--- src/rtl/pixel_sequencer.sv ---
// pixel_sequencer
//   Frame controller for the 4-bus pixel array. Walks the array through
//   erase -> expose -> convert -> read1 -> read2 once per frame with
//   programmable phase lengths, captures the two readout phases from the
//   pixData buses and hands them downstream as 16-bit words over valid/ready.
//
// Ports
//   clk, reset           rising-edge clock, asynchronous active-low reset
//   start                single-cycle frame request (honoured in IDLE only)
//   continuous           auto-restart after each frame (sampled at READ2 exit)
//   expose_cycles        exposure length, latched at frame start (0 acts as 1)
//   erase..read2         one-hot registered array strobes
//   pixData1..pixData4   pixel buses, observed during the read phases
//   out_data/out_last    captured word / second-word-of-frame marker
//   out_valid/out_ready  downstream handshake
//   busy                 high in every state except IDLE
//   frame_done           one-cycle pulse at frame completion
//   frame_cnt            completed frame count (wraps)
//
// state   | meaning
// --------+----------------------------------------------------------
// IDLE    | waiting for start
// ERASE   | erase held for ERASE_CYCLES
// EXPOSE  | expose held for the latched exposure count
// CONVERT | convert held for CONVERT_CYCLES (ramp length)
// READ1   | read1 held, capture {pixData2,pixData1} once settled and slot free
// READ2   | read2 held, capture {pixData4,pixData3}, then finish the frame
module pixel_sequencer #(
    parameter int unsigned ERASE_CYCLES   = 5,
    parameter int unsigned CONVERT_CYCLES = 255,
    parameter int unsigned READ_SETTLE    = 2,
    parameter int unsigned CNT_W          = 16
) (
    input  logic             clk,
    input  logic             reset,
    input  logic             start,
    input  logic             continuous,
    input  logic [CNT_W-1:0] expose_cycles,
    output logic             erase,
    output logic             expose,
    output logic             convert,
    output logic             read1,
    output logic             read2,
    input  logic [7:0]       pixData1,
    input  logic [7:0]       pixData2,
    input  logic [7:0]       pixData3,
    input  logic [7:0]       pixData4,
    output logic [15:0]      out_data,
    output logic             out_last,
    output logic             out_valid,
    input  logic             out_ready,
    output logic             busy,
    output logic             frame_done,
    output logic [7:0]       frame_cnt
);

    typedef enum logic [2:0] {
        S_IDLE    = 3'd0,
        S_ERASE   = 3'd1,
        S_EXPOSE  = 3'd2,
        S_CONVERT = 3'd3,
        S_READ1   = 3'd4,
        S_READ2   = 3'd5
    } state_t;

    localparam logic [CNT_W-1:0] ERASE_LAST   = CNT_W'(ERASE_CYCLES - 1);
    localparam logic [CNT_W-1:0] CONVERT_LAST = CNT_W'(CONVERT_CYCLES - 1);
    localparam logic [CNT_W-1:0] SETTLE_LAST  = CNT_W'(READ_SETTLE - 1);

    state_t           state_q, state_d;
    logic [CNT_W-1:0] cnt_q, cnt_d;
    logic [CNT_W-1:0] exp_last_q, exp_last_d;
    logic [4:0]       strobe_q, strobe_d;
    logic [15:0]      data_q, data_d;
    logic             last_q, last_d;
    logic             valid_q, valid_d;
    logic             done_q, done_d;
    logic [7:0]       fcnt_q, fcnt_d;
    logic             slot_free;
    logic [CNT_W-1:0] exp_load;

    // The exposure terminal count is stored as (count-1) so a zero request
    // collapses onto the one-cycle case without a second compare.
    assign exp_load  = (expose_cycles == '0) ? '0 : expose_cycles - CNT_W'(1);
    assign slot_free = ~valid_q | out_ready;

    always_comb begin
        state_d    = state_q;
        cnt_d      = cnt_q + CNT_W'(1);
        exp_last_d = exp_last_q;
        data_d     = data_q;
        last_d     = last_q;
        valid_d    = valid_q & ~out_ready;
        done_d     = 1'b0;
        fcnt_d     = fcnt_q;
        case (state_q)
            S_IDLE: begin
                cnt_d = '0;
                if (start) begin
                    exp_last_d = exp_load;
                    state_d    = S_ERASE;
                end
            end
            S_ERASE: begin
                if (cnt_q == ERASE_LAST) begin
                    state_d = S_EXPOSE;
                    cnt_d   = '0;
                end
            end
            S_EXPOSE: begin
                if (cnt_q == exp_last_q) begin
                    state_d = S_CONVERT;
                    cnt_d   = '0;
                end
            end
            S_CONVERT: begin
                if (cnt_q == CONVERT_LAST) begin
                    state_d = S_READ1;
                    cnt_d   = '0;
                end
            end
            S_READ1: begin
                if (cnt_q == SETTLE_LAST) begin
                    cnt_d = cnt_q;
                    if (slot_free) begin
                        data_d  = {pixData2, pixData1};
                        last_d  = 1'b0;
                        valid_d = 1'b1;
                        state_d = S_READ2;
                        cnt_d   = '0;
                    end
                end
            end
            S_READ2: begin
                if (cnt_q == SETTLE_LAST) begin
                    cnt_d = cnt_q;
                    if (slot_free) begin
                        data_d  = {pixData4, pixData3};
                        last_d  = 1'b1;
                        valid_d = 1'b1;
                        done_d  = 1'b1;
                        fcnt_d  = fcnt_q + 8'd1;
                        cnt_d   = '0;
                        if (continuous) begin
                            exp_last_d = exp_load;
                            state_d    = S_ERASE;
                        end else begin
                            state_d = S_IDLE;
                        end
                    end
                end
            end
            default: begin
                state_d = S_IDLE;
                cnt_d   = '0;
            end
        endcase
    end

    // Strobes come straight from flops so the array never sees decode glitches.
    always_comb begin
        strobe_d = '0;
        case (state_d)
            S_ERASE:   strobe_d[0] = 1'b1;
            S_EXPOSE:  strobe_d[1] = 1'b1;
            S_CONVERT: strobe_d[2] = 1'b1;
            S_READ1:   strobe_d[3] = 1'b1;
            S_READ2:   strobe_d[4] = 1'b1;
            default:   strobe_d    = '0;
        endcase
    end

    always_ff @(posedge clk or negedge reset) begin
        if (!reset) begin
            state_q    <= S_IDLE;
            cnt_q      <= '0;
            exp_last_q <= '0;
            strobe_q   <= '0;
            data_q     <= '0;
            last_q     <= 1'b0;
            valid_q    <= 1'b0;
            done_q     <= 1'b0;
            fcnt_q     <= '0;
        end else begin
            state_q    <= state_d;
            cnt_q      <= cnt_d;
            exp_last_q <= exp_last_d;
            strobe_q   <= strobe_d;
            data_q     <= data_d;
            last_q     <= last_d;
            valid_q    <= valid_d;
            done_q     <= done_d;
            fcnt_q     <= fcnt_d;
        end
    end

    assign erase      = strobe_q[0];
    assign expose     = strobe_q[1];
    assign convert    = strobe_q[2];
    assign read1      = strobe_q[3];
    assign read2      = strobe_q[4];
    assign out_data   = data_q;
    assign out_last   = last_q;
    assign out_valid  = valid_q;
    assign busy       = (state_q != S_IDLE);
    assign frame_done = done_q;
    assign frame_cnt  = fcnt_q;

endmodule

--- config.mk ---
export PLATFORM = sky130hd
export DESIGN_NAME = pixel_sequencer
export DESIGN_NICKNAME = d
export VERILOG_FILES = /design/src/rtl/pixel_sequencer.sv
export SDC_FILE = /design/constraint.sdc
export NUM_CORES = 1
export LEC_CHECK = 0
export ABC_AREA = 1
export BUFFER_PORTS_ARGS = -buffer_cell sky130_fd_sc_hd__buf_2
export CAP_MARGIN = 20
export CORE_MARGIN = 2
export CORE_UTILIZATION = 45
export CTS_BUF_LIST = sky130_fd_sc_hd__clkbuf_8
export DETAILED_ROUTE_END_ITERATION = 10
export GPL_ROUTABILITY_DRIVEN = 0
export PLACE_DENSITY = 0.72
export SYNTH_ARGS = -nofsm -noshare
export SYNTH_HDL_FRONTEND = slang
export SYNTH_SLANG_ARGS = --single-unit
--- constraint.sdc ---
create_clock -name clk -period 2.7 [get_ports clk]
set_input_delay 0.27 -clock clk [delete_from_list [all_inputs] [get_ports clk]]
set_output_delay 0.27 -clock clk [all_outputs]
set_load 0.01 [all_outputs]
==> Yosys cells after proc, flatten, opt, wreduce, memory -nomap -nowiden <==
Cells that the tools add are included.
{ "word_totals": {"ff_bits": 67, "mem_bits_rw": 0, "romBits": 0, "input_bits": 53, "latch_bits": 0, "memories": 0, "out_inout_bits": 33, "word_cells": 89} }
{ "op_classes": {"n_addsub": 3, "n_reduce_logical": 9, "n_bitwise": 4, "eq_ne": 21, "div_mod_pow": 0, "n_mul": 0, "muxes": 43, "n_shift": 0, "magnitude_cmp": 0} }
{ "ops": {"columns": ["cell", "n"], "rows": [
  ["two-way mux 16 bit", 14],
  ["case mux 16 bit (2 select lines)", 2],
  ["case mux 16 bit (4 select lines)", 1],
  ["two-way mux 3 bit", 8],
  ["case mux 3 bit (6 select lines)", 1],
  ["adder 16 x 1 -> 16 bit (second input constant)", 1],
  ["equality test 16 x 1 -> 1 bit (second input constant)", 1],
  ["equality test 16 bit", 1],
  ["equality test 16 x 3 -> 1 bit (second input constant)", 1],
  ["equality test 16 x 8 -> 1 bit (second input constant)", 1],
  ["zero test 16 bit", 1],
  ["two-way mux 1 bit", 16],
  ["subtractor 16 x 1 -> 16 bit (second input constant)", 1],
  ["equality test 3 x 2 -> 1 bit (second input constant)", 4],
  ["equality test 3 bit (second input constant)", 4],
  ["!= test 2 bit (second input constant)", 6],
  ["AND reduction 5 bit", 2],
  ["adder 8 x 1 -> 8 bit (second input constant)", 1],
  ["equality test 3 x 1 -> 1 bit (second input constant)", 2],
  ["nonzero test 2 bit", 2],
  ["zero test 3 bit", 1],
  ["!= test 3 bit (second input constant)", 1],
  ["AND reduction 3 bit", 1],
  ["nonzero test 3 bit", 1],
  ["5 further kinds", 6]
]} }

==> Longest topological paths before layout <==
Gate-level depths: netlist of the first run.
{ "logic_depth": {"depth_word": 7, "depth_mapped": 12, "ltp_nobuf": 12} }

==> Least setup slack after synthesis of the first run <==
No wires, ideal clock.
{ "synth_path": {"path_type": "reg2reg", "from": "reg cnt_q[1]", "to": "reg data_q[11], in the netlist out_data[11]", "setup_time_ps": 119, "synth_period_minus_slack_ps": 1594, "arrival_time_ps": 1475, "path_buffers": 1, "stages_incl_launch_ff": 12, "path_slack_ps": 1106, "required_time_ps": 2581, "path_cell_list": "dfrtp_1 inv_1 ha_1 nand2_2 nor2_2 nand2_2 inv_2 nand2_4 nor2_8 buf_8 nand3_1 o21a_1"} }
{ "synth_via": {"elab_chain_cells": 3, "word_cells_on_any_way": 4, "classes_between": "3 x eq/ne; 1 x reduce/logical"} }
{ "synth_rtl": {"columns": ["item", "line", "source"], "rows": [
  ["start, declared", "71", "logic [CNT_W-1:0] cnt_q, cnt_d;"],
  ["start signal, assigned", "186", "cnt_q <= cnt_d;"],
  ["equality test 16 x 1 -> 1 bit *", "123, 135", null],
  ["!= test 2 bit (no line)", null, null],
  ["AND reduction 5 bit (no line) *", null, null],
  ["end signal, assigned", "189", "data_q <= data_d;"],
  ["end, declared", "74", "logic [15:0] data_q, data_d;"]
]} }
Every way passes the cells marked *; elsewhere a longest branch is shown, timed or not.
A chain may end at the register's enable or synchronous reset.

==> Worst setup path in the final report of the first run <==
{ "layout_path": {"from": "reg cnt_q[1]", "to": "reg data_q[2], in the netlist out_data[2]"} }
The elaborated chain is that of the path after synthesis.

==> results of run 1 <==
## per-layer routing
metal  share of wire [%]  vias to the layer above
li1                    -                     1976
met1                  44                     1833
met2                  49                       86
met3                 4.5                       16
met4                 1.8                        0
met5                   0                        -
## power by group through the flow
stage               combinational (mW)  clock [mW]  sequential, mW
detailed placement               0.134           0            1.04
global route                     0.150        1.14            1.02
global placement                 0.131           0            1.04
finish                           0.132        1.06            1.02
CTS                              0.136        1.09            1.02
floorplan                       0.0396           0            1.05
## worst register-to-register path: stages (launching register included)
cell and delay [ns]:
dfrtp_1 0.45, inv_1 0.13, ha_1 0.16, nand2_2 0.05, nor2_2 0.15, nand2_2 0.08
inv_2 0.10, nand2_4 0.08, nor2_8 0.34, nand3_1 0.14, o21a_1 0.13
## cells by family after synthesis
family | share of synthesized area (%)
AOI/OAI and AO/OA | 7.87
xor gates and xnor gates | 6.81
adders and majority gates | 1.77
buffers and inverters | 8.49
DFF | 39.5
and+or+nand+nor | 35.6
## what timing repair did
item / CTS / global route
hold buffers: 1 / 0
endpoints found under the hold margin: 29 / 0
endpoints found under the setup margin: 0 / 0
## registers in the layout (all words and copies together), names as in the netlist
signal / count
cnt_q: 16
exp_last_q: 16
out_data: 16
frame_cnt: 8
strobe_q: 5
state_q: 3
frame_done: 1
out_last: 1
out_valid: 1
## cell usage in the layout (no fill, tap or decap), types with 5 or more instances in the layout
| cell | n |
|---|---|
| nand2_1 | 179 |
| buf_2 | 85 |
| dfrtp_1 | 67 |
| nand3_1 | 62 |
| inv_1 | 60 |
| nor2_1 | 55 |
| xor2_1 | 23 |
| o21ai_0 | 18 |
| o21a_1 | 16 |
| o21ai_2 | 11 |
| clkbuf_8 | 11 |
| xnor2_1 | 10 |
| nand3b_1 | 8 |
| nor3_1 | 6 |
| nand2_2 | 6 |
| nor2_2 | 6 |
| ha_1 | 6 |
| nand4_1 | 5 |
## final timing paths
| path | to | cells after the start |
|---|---|---|
| hold / removal | exp_last_q[0] | 2 |
| min in group asynchronous | exp_last_q[15] | 2 |
| max in group asynchronous | cnt_q[3] | 3 |
| setup / recovery | out_data[2] | 10 |
| setup reg to reg | out_data[2] | 10 |
| hold reg to reg | out_data[4] | 1 |
## area by class of cell
type	instances	area [um2]
fill	882	4190
multi-input combinational	427	2210
sequential	67	1680
timing repair buffer	90	478
inverter	65	244
clock buffer	11	151
tap	111	139
clock inverter	5	108
## stage by stage
step	instance area [um2]	util, %	hold slack, ns
2_1_floorplan	4240	-	-0.0256
3_5_place_dp	4730	51.5	0.357
6_report	5000	54.4	0.118
4_1_cts	5000	54.4	0.111
5_1_grt	5000	54.4	0.121
3_3_place_gp	4730	51.5	0.349
==> impl_metrics.toml, run 1 <==
[power_and_ir_drop]
intPower_mw = 1.74
p_seq_share_pct = 46.0
p_leak_nw = 2.56
ir_drop_uv = 257
p_per_area_nw_per_um2 = 443
power_frac_clock_pct = 48.0
sw_frac_of_total_pct = 21.4
power_mw = 2.22
power_switching_uw = 474
power_frac_comb_pct = 5.9

[synth]
synth_flop_cell = "dfrtp_1"
seq_area_frac_synth_pct = 39.5
syn_nets = 633
synth_most_common_cell = "nand2_1"
synth-seq-cells = 67
synthTopCellsByCount = "nand2_1, dfrtp_1, nand3_1"
synth_area_leaders = "dfrtp_1, nand2_1, nand3_1, inv_1, nor2_1"
synth_cells = 574
syn_area_um2 = 4240
synth_cell_types = 33
synth_top_area_cell = "dfrtp_1"
synthArstFlopShare_pct = 100
synth_top_cell_area_share_pct = 39.5
synth_edf_count = 0
syn_avg_cell_area_um2 = 7.39
ys_warn_count = 0

[clock_tree]
cts_buffer_depth = 2
cts_resized = 0
insertion_delay_ns = 0.36
h-tree-depth = 3
clock-sinks = 67
post-cts-setup-buffers = 0
root_buffer = "clkbuf_8"
tritoncts = "done"
clkSlewWorstSetupHoldPaths_ns = 0.07
numCtsBuffers = 9

[sta]
min_period_ns = 1.92
layout_setup_ws_ns = 0.777
max_freq_mhz = 520
setup_viol = 0
finalClockSkew_ns = 0.0103
post-route-period-util_pct = 71.2
finalSetupTns_ns = 0
hold_viol_final = 0
rsz0062_at_grt = "no"
worst_pin_slew_ns = 0.698
final-max-slew-violation-count = 0
slew_headroom_pct = 53.4

[setup_path]
end_kind = "flip-flop"
path_delay_family = "simple AND/OR/NAND/NOR gates"
crit_slowest_cell = "dfrtp_1"
startpoint_type = "flip-flop"
path_buf_inv = 2
cp_max_fo = 32
critPathLaunch = "cnt_q[1]"
worstReg2RegStart = "cnt_q[1]"
critPathKind = "flip-flop to flip-flop"
cp_common_cell = "nand2_2"
critPathArrivalTime_ns = 2.17
max_stage_delay_ns = 0.45
reg2reg_slack_ns = 0.78
crit_chain = "inv_1 > ha_1 > nand2_2 > nor2_2 > nand2_2 > inv_2 > nand2_4 > nor2_8 > nand3_1 > o21a_1"
cp.required_ns = 2.95

[layout]
drive_gt1_share_pct = 21.4
nNetsFinal = 719
finalNonFillerCells = 776
antenna_cells = 0
area_delta_synth_final_pct = 17.9

[detailed_routing]
drt_iter0_markers = 225
drc = 0
dr_total_vias = 3911
drt_first_pass_iters = 4
wl_per_cell_um = 12.4
viasPerCell = 5.04
routed_wirelength_mm = 9.61
antenna_left = 0

[global_routing]
use_met2_pct = 33.0
overflow = 0
grt_pass1_vias = 3609
grt_start_max_net_pins = 39
grt.total_usage_pct = 19.5
met3_usage_pct = 3.74
use_met1_pct = 24.0
grt_pass1_wl_mm = 15.9
busiest_layer = "met2"
antenna_found_initial = 0

[status]
status = "completed"

[floorplanning]
die_area_um2 = 10200
chipHeight_um = 101
start_util_pct = 46.1
die_w_um = 101
boundaryPins = 86
rows = 35
core_um2 = 9200

[placed_design]
port_buffers = 85
pre_cts_ws_ns = 0.725
place_hpwl_mm = 7.36
dp.cells = 759

[job]
cap_viol_max_count = 0

[worst_hold_path]
min-delay-start = "expose_cycles[0]"
hold_path.class = "input pin to flip-flop"
Power figures use the tool's default switching activity.
==> run 2: changes to the inputs <==
- clock period: 2.7 -> 1.95 ns (I/O delays scaled with it)
==> run 2 against run 1 <==
Utilization is 0.31 points higher. Clock skew is 0.0011 ns lower. Total power is 30% higher. Fmax is 9.2% higher. Cell count is 1.0% higher. Sequential share of layout area is 0.17 points lower. Setup slack worse by 0.59 ns. Die area stayed put.
==> impl_metrics.toml, run 2 (synthesized netlist as in run 1, its figures left out) <==
[layout]
ff_latch_area_um2 = 1680
antenna_cells = 0
final_common_cell = "nand2_1"
nNetsFinal = 727
mostFrequentLayoutCells = "nand2_1, buf_2, dfrtp_1"
drive_gt1_share_pct = 22.4
multiInputGateArea_um2 = 2220
fill_cells = 886
area_delta_synth_final_pct = 18.6
stdcell_area_um2 = 5030

[worst_hold_path]
hold_path.class = "input pin to flip-flop"
min-delay-start = "expose_cycles[0]"
min_to = "exp_last_q[0]"
holdPathStages = 2

[sta]
setup_viol = 0
max_freq_mhz = 568
post-route-period-util_pct = 90.3
finalClockSkew_ns = 0.00919
rsz0062_at_grt = "no"
finalSetupTns_ns = 0
min_period_ns = 1.76
slew_headroom_pct = 72.8
hold_viol_final = 0
holdWs_ns = 0.0493
final-max-slew-violation-count = 0
worst_pin_slew_ns = 0.408

[floorplanning]
boundaryPins = 86
core_um2 = 9200
rows = 35
chipHeight_um = 101
start_util_pct = 46.1
die_area_um2 = 10200
die_w_um = 101

[setup_path]
critPathKind = "flip-flop to flip-flop"
crit_chain = "inv_1 > nor2_2 > inv_1 > nand2_1 > nor2_1 > nand2_2 > nand2_4 > o21ai_2 > buf_4 > inv_1 > nand2_1 > nand2_1"
startpoint_type = "flip-flop"
worstReg2RegStart = "out_valid"
cp_max_fo = 15
reg2reg_slack_ns = 0.19
r2r_end = "exp_last_q[14]"
crit_slowest_cell = "dfrtp_1"
cp.required_ns = 2.19
path_buf_inv = 4
max_stage_delay_ns = 0.34
reg2reg_depth = 12
path_delay_family = "simple AND/OR/NAND/NOR gates"
end_kind = "flip-flop"
critPathArrivalTime_ns = 2.00

[global_routing]
antenna_found_initial = 0
grt_pass1_vias = 3581
grt.total_usage_pct = 19.6
overflow = 0
grt_start_max_net_pins = 68
grt_pass1_wl_mm = 16.1

[placed_design]
place_hpwl_mm = 7.13
port_buffers = 85
postPlaceCellArea_um2 = 4790

[power_and_ir_drop]
ir_drop_uv = 310
power_mw = 2.89
p_leak_nw = 2.57
p_per_area_nw_per_um2 = 575

[status]
status = "completed"

[detailed_routing]
wl_per_cell_um = 12.2
dr_total_vias = 3880
antenna_left = 0
drc = 0
drt_first_pass_iters = 4
drt_iter0_markers = 200
viasPerCell = 4.95
routed_wirelength_mm = 9.56

[clock_tree]
post-cts-setup-buffers = 0
h-tree-depth = 3
clock-sinks = 67
clkSlewWorstSetupHoldPaths_ns = 0.08
tritoncts = "done"
numCtsBuffers = 9
cts_buffer_depth = 2
root_buffer = "clkbuf_8"
insertion_delay_ns = 0.35

[job]
cap_viol_max_count = 0
[run 2: changes by cell type in the layout (fill, tap and decap cells not counted), sizes merged]
| cell | delta |
|---|---|
| clkinvlp | +1 |
| clkinv | +1 |
| nor2 | +1 |
| bufinv | -1 |
| inv | +1 |
| buf | +7 |
| clkbuf | -2 |
[run 2: worst max-delay path by stage]
stage	start	endpoint	cells after the start
detailed placement	cnt_q[0]	out_data[7]	9
CTS	cnt_q[0]	out_data[7]	9
global placement	cnt_q[1]	out_data[6]	10
finish	out_valid	exp_last_q[14]	12
floorplan	cnt_q[1]	out_data[11]	11
global route	out_valid	exp_last_q[14]	12
[run 2: layout make-up]
class                           count  area share (%)
Tap cell                          111            2.76
Timing Repair Buffer               97            10.5
Sequential cell                    67            33.3
Multi-Input combinational cell    428            44.1
Clock inverter                      7            1.96
Inverter                           65            4.85
Clock buffer                        9            2.46
[run 2: what timing repair did]
| action | in CTS | in global routing |
|---|---|---|
| hold buffers | 1 | 0 |
| resized for setup | 0 | 1 |
| setup endpoints to repair | 0 | 17 |
| hold endpoints to repair | 67 | 0 |
[run 2: metal layers]
| layer | up-vias | GRT usage, % | wire length, um |
|---|---|---|---|
| met3 | 14 | 2.22 | 528 |
| met2 | 103 | 32.8 | 4650 |
| met1 | 1772 | 26.1 | 4230 |
| met4 | 0 | 7.59 | 159 |
| met5 | - | 0 | 0 |
| li1 | 1991 | - | - |
[run 2: per-stage QoR]
stage	util (%)	std cells	worst slack, ns
2_1_floorplan	-	574	0.356
3_3_place_gp	52.1	766	0.215
3_5_place_dp	52.1	766	0.130
4_1_cts	54.6	783	0.118
5_1_grt	54.7	784	0.00514
6_report	54.7	784	0.189
[run 2: where the power goes]
group	switching [mW]	total [mW]	internal, mW
combinational	0.0983	0.182	0.0841
sequential	0.00877	1.41	1.41
clock	0.569	1.30	0.728
==> run 3: changes to the inputs <==
- MAX_ROUTING_LAYER: default -> met4
- REMOVE_ABC_BUFFERS: default -> 1
==> run 3 against run 2 <==
Sequential power hardly changed. Largest power group unchanged. Critical endpoint is now cnt_q[14]. Register-to-register slack got worse by 0.03 ns. Global-route usage up 0.59 points. Non-clock buffer count is 1 higher. Sequential cell count unchanged. Total power grew 0.76%. Count of clock-buffer cells in the layout is 1 higher. Worst hold slack improved by 0.0059 ns. Combinational power about the same. Critical path depth shrank 4. Final area increased by 0.15%.
==> impl_metrics.toml, run 3 (synthesized netlist as in run 1, its figures left out) <==
[layout]
nNetsFinal = 728
finalNonFillerCells = 784
ff_latch_area_um2 = 1680
fill_cells = 889
drive_gt1_share_pct = 22.4
utilization_pct = 54.8
area_delta_synth_final_pct = 18.7
multiInputGateArea_um2 = 2220
mostFrequentLayoutCells = "nand2_1, buf_2, dfrtp_1"
final_common_cell = "nand2_1"
antenna_cells = 0

[detailed_routing]
viasPerCell = 5.03
drt_iter0_markers = 246
routed_wirelength_mm = 9.71
wl_per_cell_um = 12.4
drt_first_pass_iters = 7
dr_total_vias = 3940
antenna_left = 0
drc = 0

[power_and_ir_drop]
power_switching_uw = 669
p_seq_share_pct = 48.5
sw_frac_of_total_pct = 23.0
p_per_area_nw_per_um2 = 578
ir_drop_uv = 301
power_frac_comb_pct = 6.3
power_mw = 2.92
power_frac_clock_pct = 45.2
p_leak_nw = 2.58
intPower_mw = 2.25

[sta]
hold_viol_final = 0
final-max-slew-violation-count = 0
post-route-period-util_pct = 91.6
max_freq_mhz = 560
finalSetupTns_ns = 0
setup_viol = 0
finalClockSkew_ns = 0.0126
holdWs_ns = 0.0552
worst_pin_slew_ns = 0.410
slew_headroom_pct = 72.6
rsz0062_at_grt = "no"
min_period_ns = 1.79

[clock_tree]
root_buffer = "clkbuf_8"
insertion_delay_ns = 0.36
clkSlewWorstSetupHoldPaths_ns = 0.07
tritoncts = "done"
h-tree-depth = 3
numCtsBuffers = 9
clock-sinks = 67
cts_buffer_depth = 2

[setup_path]
cp_max_fo = 7
startpoint_type = "flip-flop"
critPathArrivalTime_ns = 2.04
end_kind = "flip-flop"
cp.required_ns = 2.20
critPathKind = "flip-flop to flip-flop"
reg2reg_depth = 8

[job]
cap_viol_max_count = 0

[global_routing]
grt.total_usage_pct = 20.2
antenna_found_initial = 0
grt_pass1_wl_mm = 16.1
grt_start_max_net_pins = 68
grt_pass1_vias = 3552
overflow = 0

[worst_hold_path]
holdPathStages = 2
hold_path.class = "input pin to flip-flop"

[floorplanning]
die_area_um2 = 10200
rows = 35
die_w_um = 101
core_um2 = 9200
chipHeight_um = 101
start_util_pct = 46.1
boundaryPins = 86

[placed_design]
port_buffers = 85
place_hpwl_mm = 7.17
dp.cells = 767

[status]
status = "completed"
run 3: cell count changes in the layout (fill, tap and decap cells not counted):
cell,change
clkbuf_8,+1
clkinv_2,-1
clkinv_4,-1
buf_4,+1
run 3: cell type report:
class	count	area share (%)
multi-input cells	428	44.0
flip-flops and latches	67	33.3
repair buffers	98	10.7
clock buffers	10	2.73
inverters	65	4.84
clock inverters	5	1.69
well taps	111	2.76
run 3: worst paths after layout:
path                                  start        endpoint  slack [ns]
min in group asynchronous             reset  exp_last_q[14]        0.36
setup reg to reg                   cnt_q[0]       cnt_q[14]        0.16
hold / removal             expose_cycles[0]   exp_last_q[0]        0.06
setup / recovery                   cnt_q[0]       cnt_q[14]        0.16
hold reg to reg                 out_data[2]     out_data[2]        0.49
max in group asynchronous             reset        cnt_q[2]        1.27
run 3: critical path: stages (launching register included):
cell and delay [ns]:
dfrtp_1 0.47, ha_1 0.23, nand2_1 0.09, nor2_4 0.17, nand3_1 0.16, inv_1 0.10
nand3_1 0.08, xor2_1 0.17, a21oi_1 0.22
run 3: stage by stage:
step	cell area, um2	worst slack (ns)
floorplan	4130	0.177
global placement	4790	0.226
detailed placement	4790	0.113
CTS	5030	0.105
global route	5040	0.0199
finish	5040	0.164
run 3: routing by layer:
metal	part of all wire, %	wire, um	GRT usage [%]
met4	1.7	167	7.17
met1	45	4410	26.4
met2	49	4740	31.9
met3	4.0	387	3.05
met5	0	0	-
run 3: what timing repair did:
item	4_1_cts	5_1_grt
hold buffers	1	0
resized for setup	0	1
setup buffers	0	0
endpoints found under the hold margin	67	0
endpoints found under the setup margin	0	17
run 3: power by group through the flow:
| stage | clock, mW | sequential [mW] | combinational [mW] |
|---|---|---|---|
| after detailed placement | 0 | 1.44 | 0.185 |
| after CTS | 1.33 | 1.41 | 0.187 |
| after global placement | 0 | 1.44 | 0.180 |
| final | 1.32 | 1.41 | 0.182 |
| after floorplan | 0 | 1.45 | 0.0548 |
| after global routing | 1.39 | 1.42 | 0.208 |
